`src/rtl/id_ex_pipe.sv`:
```
// ---------------------------------------------------------------------------
// id_ex_pipe : ID/EX pipeline register of the five-stage MIPS core.
//
// Latches the decoder control word, operands and register fields into EX.
// It also resolves the EX write-destination register, detects load-use
// hazards against the instruction already in EX, and inserts bubbles on
// stall or flush.
//
// Ports
//   clk, rst                 clock (rising edge), synchronous active-high reset
//   id_valid                 ID holds a real instruction
//   id_<ctrl>                decoder control bits / ExtOp / ALUctr
//   id_rs/rt/rd/shamt        instruction fields
//   id_pc4/rs_data/rt_data/imm  PC+4, register-file reads, extended immediate
//   flush_i                  kill the instruction entering EX
//   ex_hold_i                freeze EX (later stage busy)
//   stall_o                  load-use stall request to PC and IF/ID
//   ex_*                     registered EX-stage copy, ex_wreg = resolved dest
//
// Optional feature (macro ID_EX_PERF_EN): adds 32-bit wrapping counters
// perf_bubbles (load-use bubbles actually inserted) and perf_flushes
// (cycles with flush_i asserted). Both clear on rst.
// ---------------------------------------------------------------------------
module id_ex_pipe #(
  parameter int         DW     = 32,
  parameter logic [4:0] RA_REG = 5'd31
) (
  input  logic          clk,
  input  logic          rst,
  input  logic          id_valid,
  input  logic          id_RegDst,
  input  logic          id_RegWr,
  input  logic          id_ALUSrc,
  input  logic          id_MemWr,
  input  logic          id_MemtoReg,
  input  logic          id_Branch,
  input  logic          id_Jump,
  input  logic [1:0]    id_ExtOp,
  input  logic [4:0]    id_ALUctr,
  input  logic [4:0]    id_rs,
  input  logic [4:0]    id_rt,
  input  logic [4:0]    id_rd,
  input  logic [4:0]    id_shamt,
  input  logic [DW-1:0] id_pc4,
  input  logic [DW-1:0] id_rs_data,
  input  logic [DW-1:0] id_rt_data,
  input  logic [DW-1:0] id_imm,
  input  logic          flush_i,
  input  logic          ex_hold_i,
  output logic          stall_o,
  output logic          ex_valid,
  output logic          ex_RegWr,
  output logic          ex_ALUSrc,
  output logic          ex_MemWr,
  output logic          ex_MemtoReg,
  output logic          ex_Branch,
  output logic          ex_Jump,
  output logic [1:0]    ex_ExtOp,
  output logic [4:0]    ex_ALUctr,
  output logic [4:0]    ex_rs,
  output logic [4:0]    ex_rt,
  output logic [4:0]    ex_shamt,
  output logic [4:0]    ex_wreg,
  output logic [DW-1:0] ex_pc4,
  output logic [DW-1:0] ex_rs_data,
  output logic [DW-1:0] ex_rt_data,
  output logic [DW-1:0] ex_imm
`ifdef ID_EX_PERF_EN
  ,
  output logic [31:0]   perf_bubbles,
  output logic [31:0]   perf_flushes
`endif
);

  typedef struct packed {
    logic          valid;
    logic          regwr;
    logic          alusrc;
    logic          memwr;
    logic          memtoreg;
    logic          branch;
    logic          jump;
    logic [1:0]    extop;
    logic [4:0]    aluctr;
    logic [4:0]    rs;
    logic [4:0]    rt;
    logic [4:0]    shamt;
    logic [4:0]    wreg;
    logic [DW-1:0] pc4;
    logic [DW-1:0] rs_data;
    logic [DW-1:0] rt_data;
    logic [DW-1:0] imm;
  } ex_t;

  ex_t ex_reg;
  ex_t ex_next;
  ex_t id_load;

  // Write enables coming from the decoder may be x for don't-care opcodes.
  // Only a definite 1 counts; everything else becomes 0 before it reaches EX.
  logic [2:0] wen_raw;
  logic [2:0] wen_clean;
  assign wen_raw = {id_MemtoReg, id_MemWr, id_RegWr};

  generate
    for (genvar gi = 0; gi < 3; gi++) begin : g_sanitise
      assign wen_clean[gi] = (wen_raw[gi] === 1'b1);
    end
  endgenerate

  logic regwr_clean;
  logic memwr_clean;
  logic memtoreg_clean;
  assign regwr_clean    = wen_clean[0];
  assign memwr_clean    = wen_clean[1];
  assign memtoreg_clean = wen_clean[2];

  // Destination: jal links into RA_REG, R-type uses rd, I-type uses rt.
  // No write means no destination, so hazard logic never matches it.
  logic [4:0] wreg_id;
  always_comb begin
    wreg_id = 5'd0;
    if (regwr_clean && id_valid) begin
      if (id_Jump === 1'b1)        wreg_id = RA_REG;
      else if (id_RegDst === 1'b1) wreg_id = id_rd;
      else                         wreg_id = id_rt;
    end
  end

  // Load-use: a load in EX whose destination is read by the ID instruction.
  logic dep_hit;
  assign dep_hit = (ex_reg.wreg == id_rs) || (ex_reg.wreg == id_rt);
  assign stall_o = !flush_i && id_valid && ex_reg.valid && ex_reg.memtoreg &&
                   ex_reg.regwr && (ex_reg.wreg != 5'd0) && dep_hit;

  // Fields as loaded from ID. Controls with side effects are gated by
  // id_valid so an empty slot can never write, branch or jump.
  always_comb begin
    id_load          = '0;
    id_load.valid    = id_valid;
    id_load.regwr    = id_valid && regwr_clean;
    id_load.memwr    = id_valid && memwr_clean;
    id_load.memtoreg = id_valid && memtoreg_clean;
    id_load.branch   = id_valid && id_Branch;
    id_load.jump     = id_valid && id_Jump;
    id_load.alusrc   = id_ALUSrc;
    id_load.extop    = id_ExtOp;
    id_load.aluctr   = id_ALUctr;
    id_load.rs       = id_rs;
    id_load.rt       = id_rt;
    id_load.shamt    = id_shamt;
    id_load.wreg     = wreg_id;
    id_load.pc4      = id_pc4;
    id_load.rs_data  = id_rs_data;
    id_load.rt_data  = id_rt_data;
    id_load.imm      = id_imm;
  end

  // Update priority: flush beats hold, hold beats the load-use bubble.
  always_comb begin
    ex_next = ex_reg;
    if (flush_i)        ex_next = '0;
    else if (ex_hold_i) ex_next = ex_reg;
    else if (stall_o)   ex_next = '0;
    else                ex_next = id_load;
  end

  always_ff @(posedge clk) begin
    if (rst) ex_reg <= '0;
    else     ex_reg <= ex_next;
  end

  assign ex_valid    = ex_reg.valid;
  assign ex_RegWr    = ex_reg.regwr;
  assign ex_ALUSrc   = ex_reg.alusrc;
  assign ex_MemWr    = ex_reg.memwr;
  assign ex_MemtoReg = ex_reg.memtoreg;
  assign ex_Branch   = ex_reg.branch;
  assign ex_Jump     = ex_reg.jump;
  assign ex_ExtOp    = ex_reg.extop;
  assign ex_ALUctr   = ex_reg.aluctr;
  assign ex_rs       = ex_reg.rs;
  assign ex_rt       = ex_reg.rt;
  assign ex_shamt    = ex_reg.shamt;
  assign ex_wreg     = ex_reg.wreg;
  assign ex_pc4      = ex_reg.pc4;
  assign ex_rs_data  = ex_reg.rs_data;
  assign ex_rt_data  = ex_reg.rt_data;
  assign ex_imm      = ex_reg.imm;

`ifdef ID_EX_PERF_EN
  logic [31:0] bubbles_reg;
  logic [31:0] flushes_reg;

  // stall_o is already low during flush, so only hold needs excluding.
  always_ff @(posedge clk) begin
    if (rst) begin
      bubbles_reg <= 32'd0;
      flushes_reg <= 32'd0;
    end else begin
      if (stall_o && !ex_hold_i) bubbles_reg <= bubbles_reg + 32'd1;
      if (flush_i)               flushes_reg <= flushes_reg + 32'd1;
    end
  end

  assign perf_bubbles = bubbles_reg;
  assign perf_flushes = flushes_reg;
`endif

endmodule

```
`config.mk`:
```
export PLATFORM = sky130hd
export DESIGN_NAME = id_ex_pipe
export DESIGN_NICKNAME = d
export VERILOG_FILES = /design/src/rtl/id_ex_pipe.sv
export SDC_FILE = /design/constraint.sdc
export NUM_CORES = 1
export LEC_CHECK = 0
export CAP_MARGIN = 15
export CORE_MARGIN = 3
export CORE_UTILIZATION = 44
export CTS_CLUSTER_SIZE = 25
export DETAILED_ROUTE_END_ITERATION = 16
export GPL_TIMING_DRIVEN = 0
export HOLD_SLACK_MARGIN = 0.15
export PLACE_DENSITY = 0.86
export SYNTH_ARGS = -nofsm -noshare
export SYNTH_HDL_FRONTEND = slang
export SYNTH_SLANG_ARGS = --single-unit
```
`constraint.sdc`:
```
create_clock -name clk -period 5.1 [get_ports clk]
set_clock_uncertainty 0.15 [all_clocks]
set_input_delay 1.02 -clock clk [delete_from_list [all_inputs] [get_ports clk]]
set_output_delay 1.02 -clock clk [all_outputs]
set_load 0.01 [all_outputs]
```
======== Word-level counts from Yosys, hierarchy flattened ========
Index checks and enable logic that the tools add are counted.
word-level totals
  register bits ........................... 162
  input bits .............................. 167
  output and inout bits ................... 163
cells by class
  equal/unequal tests ..................... 7
  multiplexer cells ....................... 4
  reduce and logical (&&, ||, !) cells .... 15
operators with widths
  cell                 count
  $mux 162             1
  $mux 5               3
  $logic_and 1x1->1    11
  $eq 5x5->1           2
  $eqx 1x1->1 const B  5
  $reduce_bool 5->1    1
  $reduce_or 2->1      1
  $logic_not 1->1      1
  $logic_or 1x1->1     1

======== Longest topological paths before layout ========
  word-level depth ........................ 8
  depth in mapped cells ................... 7
  depth with buffers taken out ............ 4

======== Least setup slack after synthesis ========
Ideal clock, no wire load.
  path type ............................... input-to-output
  start ................................... in id_rs[4]
  end ..................................... out stall_o
  arrival time ............................ 1956 ps
  data required time ...................... 3930 ps
  setup slack ............................. 1974 ps
  stages on the path ...................... 5
  path buffers ............................ 1
  cells stage by stage .................... xnor2_1 nand3_1 o22ai_2 buf_4 nor2b_1
on the way
  cells in the longest elaborated chain, start to end .. 3
ends and longest elaborated chain
  element             RTL line  RTL
  start: declaration  40        input logic [4:0] id_rs,
  $eq 5x5->1          132       assign dep_hit = (ex_reg.wreg == id_rs) || (ex_reg.wreg == id_rt);
  $logic_or 1x1->1    132
  $logic_and 1x1->1   134       ex_reg.regwr && (ex_reg.wreg != 5'd0) && dep_hit;
  end: declaration    50        output logic stall_o,
Every way passes these cells.

======== Worst setup path after layout ========
  start ................................... in id_rs[2]
  end ..................................... out stall_o
The elaborated chain is that of the path after synthesis.

==> impl_results.md <==
* Clock Tree Root: sky130_fd_sc_hd__clkbuf_16
* Clock latency reported for the late side of the worst-skew pair at 0.43 ns
* Rel. slew slack at 0.571
* Overflow left after global routing at 0
* Reg power frac at 0.415
* Cell-by-cell listing of the critical path: clkdlybuf4s50_1 > xnor2_1 > nand3_1 > o22ai_2 > buf_4 > nor2b_1 > clkdlybuf4s50_1
* Post-Synth Adder-Cell Area at 0
* Maximum clock frequency at 217 MHz
* Type of element launching the critical path: input port
* Global placer's final weighted congestion at 0.878
* Slowest cell delay on critical path at 0.62 ns
* Antenna violations before repair at 0
* Placed wire-length estimate after detailed placement at 19,100 um
* P_int at 2540 uW
* Wirelength per Cell at 19.8 um
* Synthesized-area fraction occupied by and/or/nand/nor cells at 0.102
* Post-synth net total at 936
* Commonest non-fill, non-tap cell in the layout: sky130_fd_sc_hd__clkdlybuf4s50_1
* Tcrit/Tclk final at 0.902
* Post-synthesis instance total at 769
* Static Leak at 0.00371 uW
* Longest Clk Path Bufs at 2
* Part of the total power dissipated in combinational logic at 0.157
* Post-synthesis share of cell area spent on xor and xnor gates at 0.0129
* Part of the total power dissipated in the clock network at 0.429
* Slowest stage cell, crit path: sky130_fd_sc_hd__clkdlybuf4s50_1
* Kind of critical path: in2out
* Antenna Diode Count at 0
* Setup repair after global routing missed its margin: false
* Total CTS buffers at 17
* Pin slew with the least headroom to its limit at 0.644 ns
* Number of H-tree levels at 4
* Count of hold buffers inserted by post-cts repair at 0
* Crit path DAT at 3.43 ns
* Run status: finished, final reports clean
* Starting density of the core at 0.457
* Warnings, synthesis at 0
* Total placed cells including tap cells at 1,281
* Violation count after the first detailed-route iteration at 621
* Leading cell types in the layout, fill and taps excluded: 328 x sky130_fd_sc_hd__clkdlybuf4s50_1, 162 x sky130_fd_sc_hd__dfxtp_1, 160 x sky130_fd_sc_hd__nand2_1, 157 x sky130_fd_sc_hd__a32oi_1, 93 x sky130_fd_sc_hd__o21ai_0
* Distinct cell type count of the synthesized netlist at 28
* Number of slew-limit violations in the final report at 0
* Cell row count at 44
* Largest net degree at the start of global routing at 17
* Clock slew at the register clock pins of the worst setup and hold paths at 0.06 ns
* Final net count at 1,283
* Worst IR drop on VDD at 0.258 mV
* Setup violation total in the final timing report at 0
* Growth of design area from synthesis to finish at 61.7%
* Largest delay share family, worst path: buffers and inverters
* Die span in y at 130 um
* Flop and latch count out of synthesis at 162
* Bufs and invs on worst path at 3
* Proportion of synthesized area in mux cells at 0.00166
* Number of optimization iterations in the first detailed-route pass at 5
* Resized cells post-CTS at 0
* Residual antenna-violating net count after detailed routing at 0
* Max-capacitance violation count at 0
* Aggregate global-route resource usage at 0.299
* Average cell area after synthesis at 8.80 um^2
* Worst min-delay path category: reg2reg
* Clock net sink count at 162
* Placeable core area at 14,800 um^2
* Number of non-filler instances in the completed layout at 1,313
* Main combinational cell family by area after synthesis: compound AO/OA/AOI/OAI gates
* Number of input and output port buffers inserted at 328
* Final number of hold-violating endpoints at 0
* Final critical delay including setup and external delays at 4.60 ns
* Post-synthesis compound-gate area fraction at 0.341
* Top-Level Pins at 330
* Crit. End Element: output port
* PwrDens at 306 nW/um^2
* CTS tree: yes
* Sum of negative setup slack at 0 ns
* Switching power of the nets at 808 uW
* X dimension of the die at 130 um
* Detailed-route DRC error count at 0
* Number of global-route vias before repair at 7,575
* DR vias at 7,858
* Die area at 16,900 um^2
* Crit path top cell by count: sky130_fd_sc_hd__clkdlybuf4s50_1
* Share of post-route cells with drive strength above 1 at 0.0638
* CP Data Required Time at 3.93 ns
* Post-CTS Setup Bufs at 0
* Post-detailed-routing wire length at 26,000 um
* Critical path fanouts, max at 10
* Vias per inst at 5.98
* Net switching fraction of the power at 0.241
* First-pass GRT wire length at 39,700 um
* Summed instance area of the synthesized netlist at 6770 um^2
* Share of synthesized area occupied by flip-flops and latches at 0.479
synthesized netlist by cell type:
library cell                count  share of area
sky130_fd_sc_hd__dfxtp_1      162           0.48
sky130_fd_sc_hd__nand2_1      160          0.089
sky130_fd_sc_hd__a32oi_1      157           0.20
sky130_fd_sc_hd__o21ai_0       93          0.069
sky130_fd_sc_hd__o21ai_1       65          0.048
sky130_fd_sc_hd__clkbuf_1      46          0.026
sky130_fd_sc_hd__buf_2         23          0.017
sky130_fd_sc_hd__xnor2_1       10          0.013
sky130_fd_sc_hd__a21oi_1        8         0.0059
sky130_fd_sc_hd__buf_6          8          0.013
sky130_fd_sc_hd__buf_1          5         0.0028
sky130_fd_sc_hd__clkbuf_2       5         0.0037
sky130_fd_sc_hd__nor2b_1        5         0.0046
sky130_fd_sc_hd__a211oi_1       4         0.0044
sky130_fd_sc_hd__a2bb2oi_1      4         0.0052
sky130_fd_sc_hd__nand3_1        2         0.0015
sky130_fd_sc_hd__a211o_1        1         0.0013
sky130_fd_sc_hd__a22oi_1        1         0.0011
sky130_fd_sc_hd__buf_4          1         0.0011
sky130_fd_sc_hd__mux2_2         1         0.0017
sky130_fd_sc_hd__nand4_1        1        0.00093
sky130_fd_sc_hd__nor2_1         1        0.00055
sky130_fd_sc_hd__nor3_1         1        0.00074
sky130_fd_sc_hd__nor3_2         1         0.0015
sky130_fd_sc_hd__nor3b_2        1         0.0018
sky130_fd_sc_hd__nor4b_1        1         0.0013
sky130_fd_sc_hd__o21a_1         1         0.0011
sky130_fd_sc_hd__o22ai_2        1         0.0018
through the flow:
stage	instance area, um^2	hold slack (ns)	utilization	setup WS [ns]	power, uW
floorplan	6770	0.354	-	1.97	1580
global placement	10300	0.295	0.694	0.494	1930
detailed placement	10300	0.302	0.694	0.488	1930
CTS	10900	0.319	0.739	0.490	3360
global route	10900	0.335	0.739	0.371	3440
finish	10900	0.317	0.739	0.501	3350
power groups by stage:
| stage | sequential, uW | clock, uW | combinational [uW] |
|---|---|---|---|
| 6_report | 1390 | 1430 | 525 |
| 5_1_grt | 1390 | 1480 | 564 |
| 4_1_cts | 1390 | 1450 | 524 |
| 3_5_place_dp | 1410 | 0 | 520 |
| 3_3_place_gp | 1410 | 0 | 513 |
| 2_1_floorplan | 1440 | 0 | 132 |
worst min-delay path, delay by kind of cell (launching register included):
kind | cells | cell delay [ns]
compound gates | 2 | 0.11
flops | 1 | 0.32
sequential cells by signal, summed over array words and instances, names as in the netlist, 2 cells and up:
| register | flops |
|---|---|
| ex_ALUctr | 5 |
| ex_ExtOp | 2 |
| ex_imm | 32 |
| ex_pc4 | 32 |
| ex_rs | 5 |
| ex_rs_data | 32 |
| ex_rt | 5 |
| ex_rt_data | 32 |
| ex_shamt | 5 |
| ex_wreg | 5 |
final timing paths:
path                            startpoint        endpoint  slack [ns]  cells past startpoint
worst max-delay path              id_rs[2]         stall_o        0.50                      7
worst min-delay path            ex_imm[19]      ex_imm[19]        0.32                      2
worst max register to register  ex_wreg[4]  ex_rt_data[18]        2.87                      5
worst min register to register  ex_imm[19]      ex_imm[19]        0.32                      2
cell families after synthesis:
logic type | after synthesis
flip-flops | 162
buffers and inverters | 88
XOR/XNOR | 10
AO/OA/AOI/OAI | 335
multiplexers | 1
AND/OR/NAND/NOR | 173
cell type report:
cell class | count | area, um^2
Multi-Input combinational cell | 519 | 3090
Clock buffer | 20 | 457
Timing Repair Buffer | 328 | 3280
Tap cell | 184 | 230
Fill cell | 1077 | 3870
Buffer | 88 | 429
Clock inverter | 12 | 203
Sequential cell | 162 | 3240
metal layers:
layer / up-vias / share of wire / routed length [um] / track usage
met3: 68 / 0.096 / 2500 / 0.0995
met4: 0 / 0.037 / 954 / 0.137
li1: 3637 / - / - / -
met5: - / 0 / 0 / 0
met2: 417 / 0.48 / 12600 / 0.510
met1: 3736 / 0.38 / 9950 / 0.339
No activity file was read; power rests on OpenSTA's default activity.
